[src/rtl/adder_scheduler_pkg.sv]
// Shared types and helpers for the adder scheduler slice.
package adder_scheduler_pkg;

  typedef enum logic [1:0] {IDLE, ISSUE, WAIT, RESPOND} state_e;

  // Requester id width; a single-bit id is kept even for two requesters.
  function automatic int id_width(input int n);
    return (n <= 2) ? 1 : $clog2(n);
  endfunction

endpackage

[src/rtl/adder_scheduler_if.sv]
// Requester, adder and response signals shared by the scheduler and its parent.
interface adder_scheduler_if
  import adder_scheduler_pkg::*;
#(
  parameter int WIDTH      = 32,
  parameter int REQUESTERS = 4
);
  localparam int ID_WIDTH = id_width(REQUESTERS);

  logic [REQUESTERS-1:0]            req_valid;
  logic [REQUESTERS-1:0]            req_ready;
  logic [REQUESTERS-1:0][WIDTH-1:0] req_value_a;
  logic [REQUESTERS-1:0][WIDTH-1:0] req_value_b;
  logic [WIDTH-1:0]                 adder_value_a;
  logic [WIDTH-1:0]                 adder_value_b;
  logic [WIDTH-1:0]                 adder_sum;
  logic                             adder_overflow;
  logic                             rsp_valid;
  logic                             rsp_ready;
  logic [ID_WIDTH-1:0]              rsp_id;
  logic [WIDTH-1:0]                 rsp_sum;
  logic                             rsp_overflow;

  modport slave (
    input  req_valid, req_value_a, req_value_b, adder_sum, adder_overflow, rsp_ready,
    output req_ready, adder_value_a, adder_value_b, rsp_valid, rsp_id, rsp_sum, rsp_overflow
  );

  modport master (
    output req_valid, req_value_a, req_value_b, adder_sum, adder_overflow, rsp_ready,
    input  req_ready, adder_value_a, adder_value_b, rsp_valid, rsp_id, rsp_sum, rsp_overflow
  );

endinterface

[src/rtl/adder_scheduler_rr_arbiter.sv]
// Round-robin arbiter: grants the first request strictly after the last winner.
module rr_arbiter
  import adder_scheduler_pkg::*;
#(
  parameter  int REQUESTERS = 4,
  localparam int IDW        = id_width(REQUESTERS)
) (
  input  logic                  clk,
  input  logic                  rst,
  input  logic [REQUESTERS-1:0] request,
  input  logic                  advance,
  output logic [REQUESTERS-1:0] grant,
  output logic [IDW-1:0]        grant_id
);

  logic [IDW-1:0] last_grant;

  always_ff @(posedge clk) begin
    if (rst)          last_grant <= IDW'(REQUESTERS - 1);
    else if (advance) last_grant <= grant_id;
  end

  // Scan from farthest to nearest so the nearest request overrides.
  always_comb begin
    int             idx;
    logic [IDW-1:0] sel;
    grant    = '0;
    grant_id = '0;
    idx      = 0;
    sel      = '0;
    for (int k = REQUESTERS; k >= 1; k--) begin
      idx = int'(last_grant) + k;
      if (idx >= REQUESTERS) idx = idx - REQUESTERS;
      sel = IDW'(idx);
      if (request[sel]) begin
        grant      = '0;
        grant[sel] = 1'b1;
        grant_id   = sel;
      end
    end
  end

endmodule

[src/rtl/adder_scheduler.sv]
// Shares one external adder between requesters, one operation in flight.
module adder_scheduler
  import adder_scheduler_pkg::*;
#(
  parameter int WIDTH         = 32,
  parameter int REQUESTERS    = 4,
  parameter int ADDER_LATENCY = 1
) (
  input logic               clk,
  input logic               rst,
  adder_scheduler_if.slave  bus
);

  localparam int IDW   = id_width(REQUESTERS);
  localparam int CNT_W = (ADDER_LATENCY < 2) ? 1 : $clog2(ADDER_LATENCY);

  state_e                state_q, state_d;
  logic [CNT_W-1:0]      cnt_q;
  logic [REQUESTERS-1:0] grant;
  logic [IDW-1:0]        grant_id;
  logic                  accept;
  logic [WIDTH-1:0]      op_a_q, op_b_q, sum_q;
  logic [IDW-1:0]        id_q;
  logic                  ovf_q;

  // Grant is only live in IDLE, so any grant there is a handshake.
  assign accept = (state_q == IDLE) && (|grant);

  rr_arbiter #(.REQUESTERS(REQUESTERS)) u_arb (
    .clk      (clk),
    .rst      (rst),
    .request  (bus.req_valid),
    .advance  (accept),
    .grant    (grant),
    .grant_id (grant_id)
  );

  always_comb begin
    state_d = state_q;
    case (state_q)
      IDLE:    if (accept) state_d = ISSUE;
      ISSUE:   state_d = WAIT;
      WAIT:    if (cnt_q == '0) state_d = RESPOND;
      RESPOND: if (bus.rsp_ready) state_d = IDLE;
      default: state_d = IDLE;
    endcase
  end

  always_ff @(posedge clk) begin
    if (rst) begin
      state_q <= IDLE;
      cnt_q   <= '0;
      op_a_q  <= '0;
      op_b_q  <= '0;
      id_q    <= '0;
      sum_q   <= '0;
      ovf_q   <= 1'b0;
    end else begin
      state_q <= state_d;
      if (accept) begin
        op_a_q <= bus.req_value_a[grant_id];
        op_b_q <= bus.req_value_b[grant_id];
        id_q   <= grant_id;
      end
      if (state_q == ISSUE)
        cnt_q <= CNT_W'(ADDER_LATENCY - 1);
      else if (state_q == WAIT && cnt_q != '0)
        cnt_q <= cnt_q - CNT_W'(1);
      if (state_q == WAIT && cnt_q == '0) begin
        sum_q <= bus.adder_sum;
        ovf_q <= bus.adder_overflow;
      end
    end
  end

  assign bus.req_ready     = (state_q == IDLE) ? grant : '0;
  assign bus.adder_value_a = op_a_q;
  assign bus.adder_value_b = op_b_q;
  assign bus.rsp_valid     = (state_q == RESPOND);
  assign bus.rsp_id        = id_q;
  assign bus.rsp_sum       = sum_q;
  assign bus.rsp_overflow  = ovf_q;

endmodule

[src/flat_wrapper.sv]
// flat-port wrapper written by rule: the top's interface ports become plain ports
module adder_scheduler_flat import adder_scheduler_pkg::*;
#(
  parameter int WIDTH         = 32,
  parameter int REQUESTERS    = 4,
  parameter int ADDER_LATENCY = 1
)
  (clk, rst, bus_req_valid, bus_req_value_a, bus_req_value_b, bus_adder_sum, bus_adder_overflow, bus_rsp_ready, bus_req_ready, bus_adder_value_a, bus_adder_value_b, bus_rsp_valid, bus_rsp_id, bus_rsp_sum, bus_rsp_overflow);
  adder_scheduler_if #(.WIDTH(WIDTH), .REQUESTERS(REQUESTERS)) bus_i ();
  input logic clk;
  input logic rst;
  input wire logic [$bits(bus_i.req_valid)-1:0] bus_req_valid;
  input wire logic [$bits(bus_i.req_value_a)-1:0] bus_req_value_a;
  input wire logic [$bits(bus_i.req_value_b)-1:0] bus_req_value_b;
  input wire logic [$bits(bus_i.adder_sum)-1:0] bus_adder_sum;
  input wire logic [$bits(bus_i.adder_overflow)-1:0] bus_adder_overflow;
  input wire logic [$bits(bus_i.rsp_ready)-1:0] bus_rsp_ready;
  output wire logic [$bits(bus_i.req_ready)-1:0] bus_req_ready;
  output wire logic [$bits(bus_i.adder_value_a)-1:0] bus_adder_value_a;
  output wire logic [$bits(bus_i.adder_value_b)-1:0] bus_adder_value_b;
  output wire logic [$bits(bus_i.rsp_valid)-1:0] bus_rsp_valid;
  output wire logic [$bits(bus_i.rsp_id)-1:0] bus_rsp_id;
  output wire logic [$bits(bus_i.rsp_sum)-1:0] bus_rsp_sum;
  output wire logic [$bits(bus_i.rsp_overflow)-1:0] bus_rsp_overflow;
  assign bus_i.req_valid = bus_req_valid;
  assign bus_i.req_value_a = bus_req_value_a;
  assign bus_i.req_value_b = bus_req_value_b;
  assign bus_i.adder_sum = bus_adder_sum;
  assign bus_i.adder_overflow = bus_adder_overflow;
  assign bus_i.rsp_ready = bus_rsp_ready;
  assign bus_req_ready = bus_i.req_ready;
  assign bus_adder_value_a = bus_i.adder_value_a;
  assign bus_adder_value_b = bus_i.adder_value_b;
  assign bus_rsp_valid = bus_i.rsp_valid;
  assign bus_rsp_id = bus_i.rsp_id;
  assign bus_rsp_sum = bus_i.rsp_sum;
  assign bus_rsp_overflow = bus_i.rsp_overflow;
  adder_scheduler #(.WIDTH(WIDTH), .REQUESTERS(REQUESTERS), .ADDER_LATENCY(ADDER_LATENCY)) u_core (.clk(clk), .rst(rst), .bus(bus_i));
endmodule
[config.mk]
export PLATFORM = sky130hd
export DESIGN_NAME = adder_scheduler_flat
export DESIGN_NICKNAME = d
export VERILOG_FILES = /design/src/rtl/adder_scheduler_pkg.sv /design/src/rtl/adder_scheduler_if.sv /design/src/rtl/adder_scheduler_rr_arbiter.sv /design/src/rtl/adder_scheduler.sv /design/src/flat_wrapper.sv
export SDC_FILE = /design/constraint.sdc
export NUM_CORES = 1
export LEC_CHECK = 0
export BUFFER_PORTS_ARGS = -buffer_cell sky130_fd_sc_hd__buf_2
export CAP_MARGIN = 10
export CORE_AREA = 2 2 156 158
export DETAILED_ROUTE_END_ITERATION = 10
export DIE_AREA = 0 0 158 160
export PLACE_DENSITY = 0.54
export SLEW_MARGIN = 40
export SYNTH_ARGS = -nofsm -noshare
export SYNTH_HDL_FRONTEND = slang
export SYNTH_SLANG_ARGS = --single-unit
[constraint.sdc]
create_clock -name clk -period 7.7 [get_ports clk]
set_input_delay 1.155 -clock clk [delete_from_list [all_inputs] [get_ports clk]]
set_output_delay 1.155 -clock clk [all_outputs]
set_load 0.005 [all_outputs]
==> impl_metrics.tcl, run 1 <==
set metrics [dict create \
    status "finished, final reports clean" \
    grt_pass1_wl_um 30770 \
    ant_nets 0 \
    nNetsFinal 1223 \
    core_area_mm2 0.02382 \
    synth-seq-area-share_pct 35.11 \
    fin_skew_ns 0.01508 \
    syn_area_mm2 0.005931 \
    place_congestion 0.8066 \
    crit_path_end_kind "primary output" \
    hold_viol 0 \
    cts_tree "done" \
    crit_chain "clkinv_1 > ha_1 > mux2i_2 > nor4b_1 > o21ai_0 > a32oi_1 > and2_1 > buf_2" \
    rows 57 \
    cp_slowest_cell "dfxtp_1" \
    leakage_nw 4.105 \
    peakVddDrop_uv 303.2 \
    antenna_found_initial 4 \
    setup_viol 0 \
    hold_class "reg -> reg" \
    wl_um 20630 \
    dieArea_mm2 0.02528 \
    ioPinCount 400 \
    cts.sinks 104 \
    die_y_um 160 \
    final_cell_mix "buf_2 (398), dfxtp_1 (104), mux2i_1 (73), nand2_1 (70), nor2_1 (70)" \
    grt_usage_pct 15.68 \
    avgSynthCellArea_um2 10.92 \
    clockBufferDepth 2 \
    netlist_top_cells_area "dfxtp_1 (35%), mux4_2 (25%), mux2i_1 (12%), nand2_1 (4.4%), nor2_1 (4.4%)" \
    clk_pin_slew_worst_paths_ns 0.08 \
    rr_worst_depth 10 \
    cts_buffers 9 \
    layout_min_cycle_time_ns 5.134 \
    dp_hpwl_um 16280 \
    wire_per_inst_um 16.53 \
    drt_iter0_drc 297 \
    cellPowerDensity_mw_per_mm2 401.1 \
    final_common_cell "buf_2" \
    cts-root-buf "clkbuf_16" \
    io_buffers 399 \
    max-cap-violations 0 \
    synth-main-ff-cell "dfxtp_1" \
    start_util_pct 24.90 \
    drive_above_1_share_pct 54.29 \
    grt_max_degree 55 \
    yosys_register_bits 104 \
    clkLatencyLatePin_ns 0.36 \
    yosysTopAreaCell "dfxtp_1" \
    finalPower_mw 3.382 \
    dr.pass1.iters 5 \
    worst-path-stages 8 \
    die_w_um 158 \
    cts_hold_buf 0 \
    maxSlewViolCount 0 \
    htree_num_levels 3 \
    startpoint_type "flip-flop" \
    cp_top_family "flip-flops" \
    crit_type "reg -> out" \
    ctsResizeCount 0 \
    crit_arrival_ns 3.98 \
    setup_tns_ns 0 \
    syn_nets 850 \
    async_flop_share_pct 0 \
    ys_types 39 \
    worst-slew-pin-transition_ns 0.6698 \
    yosysTopAreaCellShare_pct 35.11 \
    cp_max_fo 19 \
    vias_per_cell 4.579 \
    drcViolationCount 0 \
    syn_inst 543 \
    critPathBufInv 2 \
    crit_required_ns 6.55 \
    hold-path-cell-count 2 \
    via_count 5715 \
    synth_edf_count 0 \
    grt-ovfl-total 0 \
    fmax_mhz 194.8 \
    slew_headroom_pct 55.29 \
    slowest_delay_ns 0.75 \
    grt_pass1_vias 5618 \
    post_cts_buffers 0 \
    rsz0062_at_grt "false" \
    fin_crit_sh_pct 66.67 \
    area_delta_synth_final_pct 42.15 \
    yosysWarnings 0 \
]
[synthesized netlist by cell type (4+ instances only)]
cell	instances
inv_1	7
nand2b_1	5
ha_1	11
nand2_1	70
nor4b_1	5
buf_12	7
nor3_1	5
o21ai_0	8
nor2_1	70
nor2b_1	4
mux2i_1	73
dfxtp_1	104
a21oi_1	37
buf_2	8
and2_1	5
mux4_2	65
clkbuf_1	26
[registers in the layout, indices dropped and copies added (netlist names)]
name / flops
u_core.bus.adder_value_a: 32
u_core.bus.rsp_overflow: 1
u_core.state_q: 2
u_core.u_arb.last_grant: 2
u_core.bus.adder_value_b: 32
u_core.bus.rsp_id: 2
u_core.cnt_q: 1
u_core.bus.rsp_sum: 32
[metrics by stage]
stage	cells	area (um2)	setup WS (ns)	util (%)	hold WS [ns]
2_1_floorplan	543	5931	4.035	-	0.4527
3_3_place_gp	1227	8089	3.027	33.96	0.4398
3_5_place_dp	1228	8104	2.976	34.02	0.4433
4_1_cts	1244	8403	2.558	35.28	0.4545
5_1_grt	1248	8431	2.171	35.39	0.4692
6_report	1248	8431	2.566	35.39	0.4505
[path summary, 6_finish.rpt]
check / from / endpoint / slack [ns]
worst max register to register: u_core.u_arb.last_grant[0] / u_core.bus.adder_value_b[2] / 3.25
worst min-delay path: u_core.bus.rsp_sum[10] / u_core.bus.rsp_sum[10] / 0.45
worst min register to register: u_core.bus.rsp_sum[10] / u_core.bus.rsp_sum[10] / 0.45
worst max-delay path: u_core.u_arb.last_grant[0] / bus_req_ready[0] / 2.57
[routing by layer]
| layer | GRT usage [%] | part of all wire (%) | vias up |
|---|---|---|---|
| li1 | - | - | 2727 |
| met5 | 0 | 0.063 | - |
| met1 | 17.89 | 40 | 2706 |
| met2 | 27.89 | 51 | 253 |
| met4 | 4.914 | 1.6 | 2 |
| met3 | 4.668 | 7.6 | 27 |
[worst reg2reg max path, delay by kind of cell (launching register included)]
family,cells,cell delay [ns]
mux,2,0.77
simple gates,2,0.16
compound gates,3,0.93
fa+ha+maj,1,0.67
buf+inv,2,1.05
flops,1,0.75
[where the power goes]
group          total, mW  switching, mW  leakage, nW  internal, mW
logic               2.02          0.987         3.10          1.04
clock network      0.473          0.235        0.149         0.238
registers          0.884          0.126        0.854         0.758
[final cells by class]
cell class / instances / area, um2
Multi-Input combinational cell: 384 / 3512
Fill cell: 2496 / 15390
Antenna cell: 3 / 7.507
Inverter: 8 / 30.03
Clock buffer: 10 / 239.0
Clock inverter: 6 / 60.06
Timing Repair Buffer: 409 / 2095
Tap cell: 324 / 405.4
Sequential cell: 104 / 2082
[logic make-up (layout without fill, tap and decap cells)]
| kind of cell | after synthesis | after routing | synth area share, % |
|---|---|---|---|
| AND/OR/NAND/NOR | 168 | 168 | 12.17 |
| multiplexers | 142 | 142 | 38.00 |
| flip-flops | 104 | 104 | 35.11 |
| AO/OA/AOI/OAI | 63 | 63 | 6.309 |
| buffers and inverters | 55 | 433 | 6.097 |
| adder cells (fa/ha/maj) | 11 | 11 | 2.321 |
| other | 0 | 3 | 0 |
Note: power is estimated with default switching activity, not from simulation.
==> inputs of run 2 (changes only) <==
--- a/config.mk
+++ b/config.mk
@@ -5,12 +5,13 @@
 export SDC_FILE = /design/constraint.sdc
 export NUM_CORES = 1
 export LEC_CHECK = 0
+export ABC_AREA = 1
 export BUFFER_PORTS_ARGS = -buffer_cell sky130_fd_sc_hd__buf_2
 export CAP_MARGIN = 10
-export CORE_AREA = 2 2 156 158
+export CORE_AREA = 2 2 155 157
 export DETAILED_ROUTE_END_ITERATION = 10
-export DIE_AREA = 0 0 158 160
-export PLACE_DENSITY = 0.54
+export DIE_AREA = 0 0 157 159
+export PLACE_DENSITY = 0.61
 export SLEW_MARGIN = 40
 export SYNTH_ARGS = -nofsm -noshare
 export SYNTH_HDL_FRONTEND = slang
==> constraint.sdc (replaced) <==
create_clock -name clk -period 4.2 [get_ports clk]
set_input_delay 0.63 -clock clk [delete_from_list [all_inputs] [get_ports clk]]
set_output_delay 0.63 -clock clk [all_outputs]
set_load 0.005 [all_outputs]
==> run 2 against run 1 <==
Effect of this change:
- synthesized area grew 18%
- non-clock buffer count shrank 2
- clock skew decreased by 0.0062 ns
- clock power grew 76%
- die area shrank 1.3%
- final cell count grew 48%
- highest routed layer unchanged
==> impl_metrics.tcl, run 2 <==
set metrics [dict create \
    crit_chain "inv_4 > ha_1 > inv_1 > nand3_1 > nand2_2 > nand2_1 > inv_2 > nand2_1 > nand3_1 > nand2_1 > nor2_1 > buf_2" \
    cts_buffers 9 \
    yosysTopAreaCell "dfxtp_1" \
    grt_pass1_wl_um 36500 \
    syn_inst 1174 \
    yosysTopAreaCellShare_pct 29.87 \
    intPower_mw 3.838 \
    final_common_cell "buf_2" \
    dp_cells 1826 \
    slew_headroom_pct 47.61 \
    startpoint_type "flip-flop" \
    hold_viol 0 \
    switching_share_pct 52.99 \
    fin_crit_sh_pct 73.06 \
    rows 56 \
    ioPinCount 400 \
    cellPowerDensity_mw_per_mm2 870.9 \
    worst-slew-pin-transition_ns 0.7859 \
    nNetsFinal 1825 \
    p_switching_mw 4.326 \
    rsz0062_at_grt "false" \
    yosysWarnings 0 \
    p_comb_share_pct 70.9 \
    crit_required_ns 3.57 \
    antenna_found_initial 1 \
    layout_min_cycle_time_ns 3.068 \
    slowest_delay_ns 0.58 \
    n_fill_cell 2536 \
    grt_max_degree 147 \
    ant_nets 0 \
    crit_path_end_kind "primary output" \
    ys_top_cells_by_count "nand2_1 (358), inv_1 (213), nor2_1 (205)" \
    die_w_um 157 \
    peakVddDrop_uv 529.7 \
    cts.sinks 104 \
    diodes 0 \
    fmax_mhz 325.9 \
    dp_hpwl_um 17670 \
    setup_viol 0 \
    fin_skew_ns 0.008889 \
    vias_per_cell 4.376 \
    async_flop_share_pct 0 \
    leakage_nw 5.403 \
    syn_nets 1481 \
    wl_um 23030 \
    die_y_um 159 \
    drt_iter0_drc 416 \
    grt-ovfl-total 0 \
    setup_ws_ns 1.132 \
    final_design_area_no_fill_mm2 0.009374 \
    status "finished, final reports clean" \
    post_cts_buffers 0 \
    area_delta_synth_final_pct 34.48 \
    synth-seq-area-share_pct 29.87 \
    cp_slowest_cell "dfxtp_1" \
    crit_arrival_ns 2.44 \
    yosys_register_bits 104 \
    via_count 8060 \
    avgSynthCellArea_um2 5.937 \
    final_cell_mix "buf_2 (399), nand2_1 (356), inv_1 (210), nor2_1 (205), o211ai_1 (128)" \
    place_congestion 0.9526 \
    hold_class "reg -> reg" \
    ys_types 28 \
    yosysMostFrequentCell "nand2_1" \
    cts_tree "done" \
    clockBufferDepth 2 \
    max-cap-violations 0 \
    clkLatencyLatePin_ns 0.35 \
    htree_num_levels 3 \
    cp_max_fo 11 \
    place_area_mm2 0.009080 \
    regArea_mm2 0.002082 \
    wire_per_inst_um 12.50 \
    fin_cells 1842 \
    grt_pass1_vias 7449 \
    setup_tns_ns 0 \
    maxSlewViolCount 0 \
    cts-root-buf "clkbuf_16" \
    pre_cts_ws_ns 1.240 \
    core_area_mm2 0.02319 \
    dieArea_mm2 0.02496 \
    worst_path_most_repeated_cell "nand2_1" \
    cts_hold_buf 0 \
    clkPwrFrac_pct 10.2 \
    synth-main-ff-cell "dfxtp_1" \
    p_seq_share_pct 18.9 \
    io_buffers 399 \
    drive_above_1_share_pct 29.22 \
    start_util_pct 30.06 \
    crit_type "reg -> out" \
    ctsResizeCount 0 \
    drcViolationCount 0 \
    syn_area_mm2 0.006970 \
    grt_usage_pct 18.09 \
    dr.pass1.iters 4 \
    multiInputGateArea_mm2 0.003674 \
    clk_pin_slew_worst_paths_ns 0.08 \
    netlist_top_cells_area "dfxtp_1 (30%), nand2_1 (19%), o211ai_1 (14%), inv_1 (11%), nor2_1 (11%)" \
    synth_edf_count 0 \
]
[run 2: cell count changes in the layout (fill, tap and decap cells not counted), moves of 25 or more]
cell	change
a21oi_1	-27
inv_1	+203
mux2i_1	-73
mux4_2	-65
nand2_1	+286
nor2_1	+135
o211ai_1	+128
o21ai_0	+25
[run 2: power by group through the flow]
stage / Combinational [mW] / Clock, mW / Sequential (mW)
after floorplan: 4.58 / 0 / 1.58
final: 5.79 / 0.832 / 1.55
after CTS: 5.87 / 0.876 / 1.55
after detailed placement: 5.85 / 0 / 1.57
after global placement: 5.78 / 0 / 1.55
after global routing: 6.69 / 0.913 / 1.59
[run 2: metal layers]
layer  part of all wire [%]  global-route usage, %  wire [um]
met1                     43                  21.25       9798
met2                     47                  31.36      10770
met3                    8.2                  5.035       1886
met4                    2.5                  6.297        565
met5                  0.056                      0         13
[run 2: worst paths after layout]
check | start | endpoint | slack [ns] | depth (start not counted)
hold / removal | u_core.cnt_q | u_core.cnt_q | 0.47 | 2
setup / recovery | u_core.u_arb.last_grant[0] | bus_req_ready[3] | 1.13 | 12
setup reg to reg | u_core.u_arb.last_grant[0] | u_core.bus.adder_value_b[31] | 1.20 | 16
hold reg to reg | u_core.cnt_q | u_core.cnt_q | 0.47 | 2
[run 2: layout make-up]
cell class / instances / share of cell area, %
inverter: 217 / 8.729
clock inverter: 7 / 0.6941
clock buffer: 9 / 2.403
tap: 319 / 4.258
timing repair buffer: 407 / 22.52
multi-input combinational: 779 / 39.19
sequential: 104 / 22.21
[run 2: through the flow]
step	utilization, %	total power [mW]	hold WS, ns
after floorplan	-	6.166	0.4335
after global placement	39.15	7.331	0.4491
after detailed placement	39.15	7.420	0.4572
after CTS	40.40	8.297	0.4702
after global routing	40.42	9.197	0.4947
final	40.42	8.164	0.4688
[run 2: cell families after synthesis]
kind of cell | Yosys count | share of synthesized area [%]
adders and majority gates | 11 | 1.974
and+or+nand+nor | 594 | 33.30
AOI/OAI and AO/OA | 174 | 17.21
buffers and inverters | 291 | 17.64
DFF | 104 | 29.87
[run 2: critical path, delay by kind of cell, from the launching register on]
kind	cells	cell delay, ns
adders and majority gates	1	0.37
buffers and inverters	4	0.45
and+or+nand+nor	7	0.68
DFF	1	0.58
==> inputs of run 3 (changes only) <==
==> constraint.sdc (replaced) <==
create_clock -name clk -period 2.8 [get_ports clk]
set_input_delay 0.42 -clock clk [delete_from_list [all_inputs] [get_ports clk]]
set_output_delay 0.42 -clock clk [all_outputs]
set_load 0.005 [all_outputs]
==> run 3 against run 2 <==
Effect of this change:
- clock power is 61% higher
- via count about the same
- first-iteration DRC count fell by 11%
- total power rose by 57%
- sequential share of layout area fell by 0.46 points
- register-to-register slack worse by 0.94 ns
- critical endpoint is now u_core.bus.adder_value_a[28]
- critical path type is now reg -> reg
- largest cell class unchanged
==> impl_metrics.tcl, run 3 (synthesized netlist as in run 2, its figures left out) <==
set metrics [dict create \
    status "finished, final reports clean" \
    drt_iter0_drc 369 \
    slew_headroom_pct 62.69 \
    grt_pass1_wl_um 36160 \
    die_w_um 157 \
    dp_hpwl_um 18230 \
    peakVddDrop_uv 947.9 \
    cts_tree "done" \
    antenna_found_initial 3 \
    crit_type "reg -> reg" \
    setup_tns_ns 0 \
    crit_required_ns 3.05 \
    final_cell_mix "buf_2 (399), nand2_1 (356), inv_1 (210), nor2_1 (205), o211ai_1 (128)" \
    grt_usage_pct 17.91 \
    clk_pin_slew_worst_paths_ns 0.08 \
    maxSlewViolCount 0 \
    final_design_area_no_fill_mm2 0.009570 \
    fmax_mhz 393.7 \
    dp_cells 1843 \
    nNetsFinal 1842 \
    startpoint_type "flip-flop" \
    rows 56 \
    ioPinCount 400 \
    setup_viol 0 \
    cp_max_fo 52 \
    ant_nets 0 \
    post_cts_buffers 0 \
    cts_hold_buf 0 \
    grt_pass1_vias 7470 \
    n_fill_cell 2562 \
    grt-ovfl-total 0 \
    hold_class "in -> reg" \
    place_area_mm2 0.009258 \
    grt_max_degree 66 \
    wl_um 23230 \
    fin_crit_sh_pct 90.71 \
    layout_min_cycle_time_ns 2.540 \
    leakage_nw 5.513 \
    max-cap-violations 0 \
    final_common_cell "buf_2" \
    hold_viol 0 \
    area_delta_synth_final_pct 37.30 \
    io_buffers 399 \
    clockBufferDepth 2 \
    cellPowerDensity_mw_per_mm2 1341 \
    drive_above_1_share_pct 30.00 \
    via_count 8057 \
    worst-slew-pin-transition_ns 0.5589 \
    cts.sinks 104 \
    start_util_pct 30.06 \
    dr.pass1.iters 4 \
    cts_buffers 9 \
    fin_cells 1860 \
    crit_arrival_ns 2.79 \
    core_area_mm2 0.02319 \
    clkLatencyLatePin_ns 0.35 \
    crit_path_end_kind "flip-flop" \
    fin_skew_ns 0.01684 \
    die_y_um 159 \
    wire_per_inst_um 12.49 \
    rsz0062_at_grt "false" \
    dieArea_mm2 0.02496 \
    ctsResizeCount 0 \
    cts-root-buf "clkbuf_16" \
    vias_per_cell 4.332 \
    drcViolationCount 0 \
    htree_num_levels 3 \
    place_congestion 0.8884 \
]
[run 3: layout make-up]
| class | count | area (um2) | share of cell area, % |
|---|---|---|---|
| Multi-Input combinational cell | 779 | 3674 | 38.38 |
| Timing Repair Buffer | 424 | 2285 | 23.87 |
| Sequential cell | 104 | 2082 | 21.75 |
| Inverter | 217 | 818.3 | 8.550 |
| Tap cell | 319 | 399.1 | 4.170 |
| Clock buffer | 9 | 225.2 | 2.353 |
| Clock inverter | 7 | 85.08 | 0.8890 |
| Antenna cell | 1 | 2.502 | 0.02615 |
[run 3: worst paths after layout]
| kind | startpoint | to | slack [ns] | cells after the start |
|---|---|---|---|---|
| min | rst | u_core.cnt_q | 0.30 | 2 |
| min reg2reg | u_core.bus.rsp_id[1] | u_core.bus.rsp_id[1] | 0.46 | 2 |
| max | u_core.u_arb.last_grant[0] | u_core.bus.adder_value_a[28] | 0.26 | 16 |
| max reg2reg | u_core.u_arb.last_grant[0] | u_core.bus.adder_value_a[28] | 0.26 | 16 |
[run 3: routing by layer]
metal,wire [um],track usage (%),vias up
met4,276,3.586,4
met2,11260,32.99,251
li1,-,-,4323
met5,27,0,-
met3,1716,4.899,22
met1,9941,20.50,3457
[run 3: metrics by stage]
step / utilization, % / worst slack (ns) / total power, mW / hold WS [ns]
floorplan: - / 0.5196 / 9.249 / 0.4335
global placement: 39.92 / 0.3415 / 11.51 / 0.4491
detailed placement: 39.92 / 0.2666 / 11.61 / 0.4544
CTS: 41.25 / 0.2294 / 13.01 / 0.2832
global route: 41.27 / 0.0007783 / 14.39 / 0.2860
finish: 41.27 / 0.2600 / 12.84 / 0.2999
[run 3: critical path: stages, from the launching register on]
cell	delay, ns
dfxtp_1	0.38
inv_4	0.08
ha_1	0.35
inv_1	0.10
nand3_1	0.11
nand2_2	0.13
nand2_1	0.10
nand2_1	0.06
nand3_1	0.10
nand2_4	0.12
buf_12	0.22
buf_4	0.27
nand2_1	0.08
o211ai_1	0.10
nand2_1	0.07
nor2_1	0.08
nor2_1	0.05
[run 3: power breakdown]
group	internal (mW)	switching, mW	total (mW)
clock	0.712	0.628	1.34
sequential	2.04	0.251	2.29
combinational	3.47	5.73	9.20
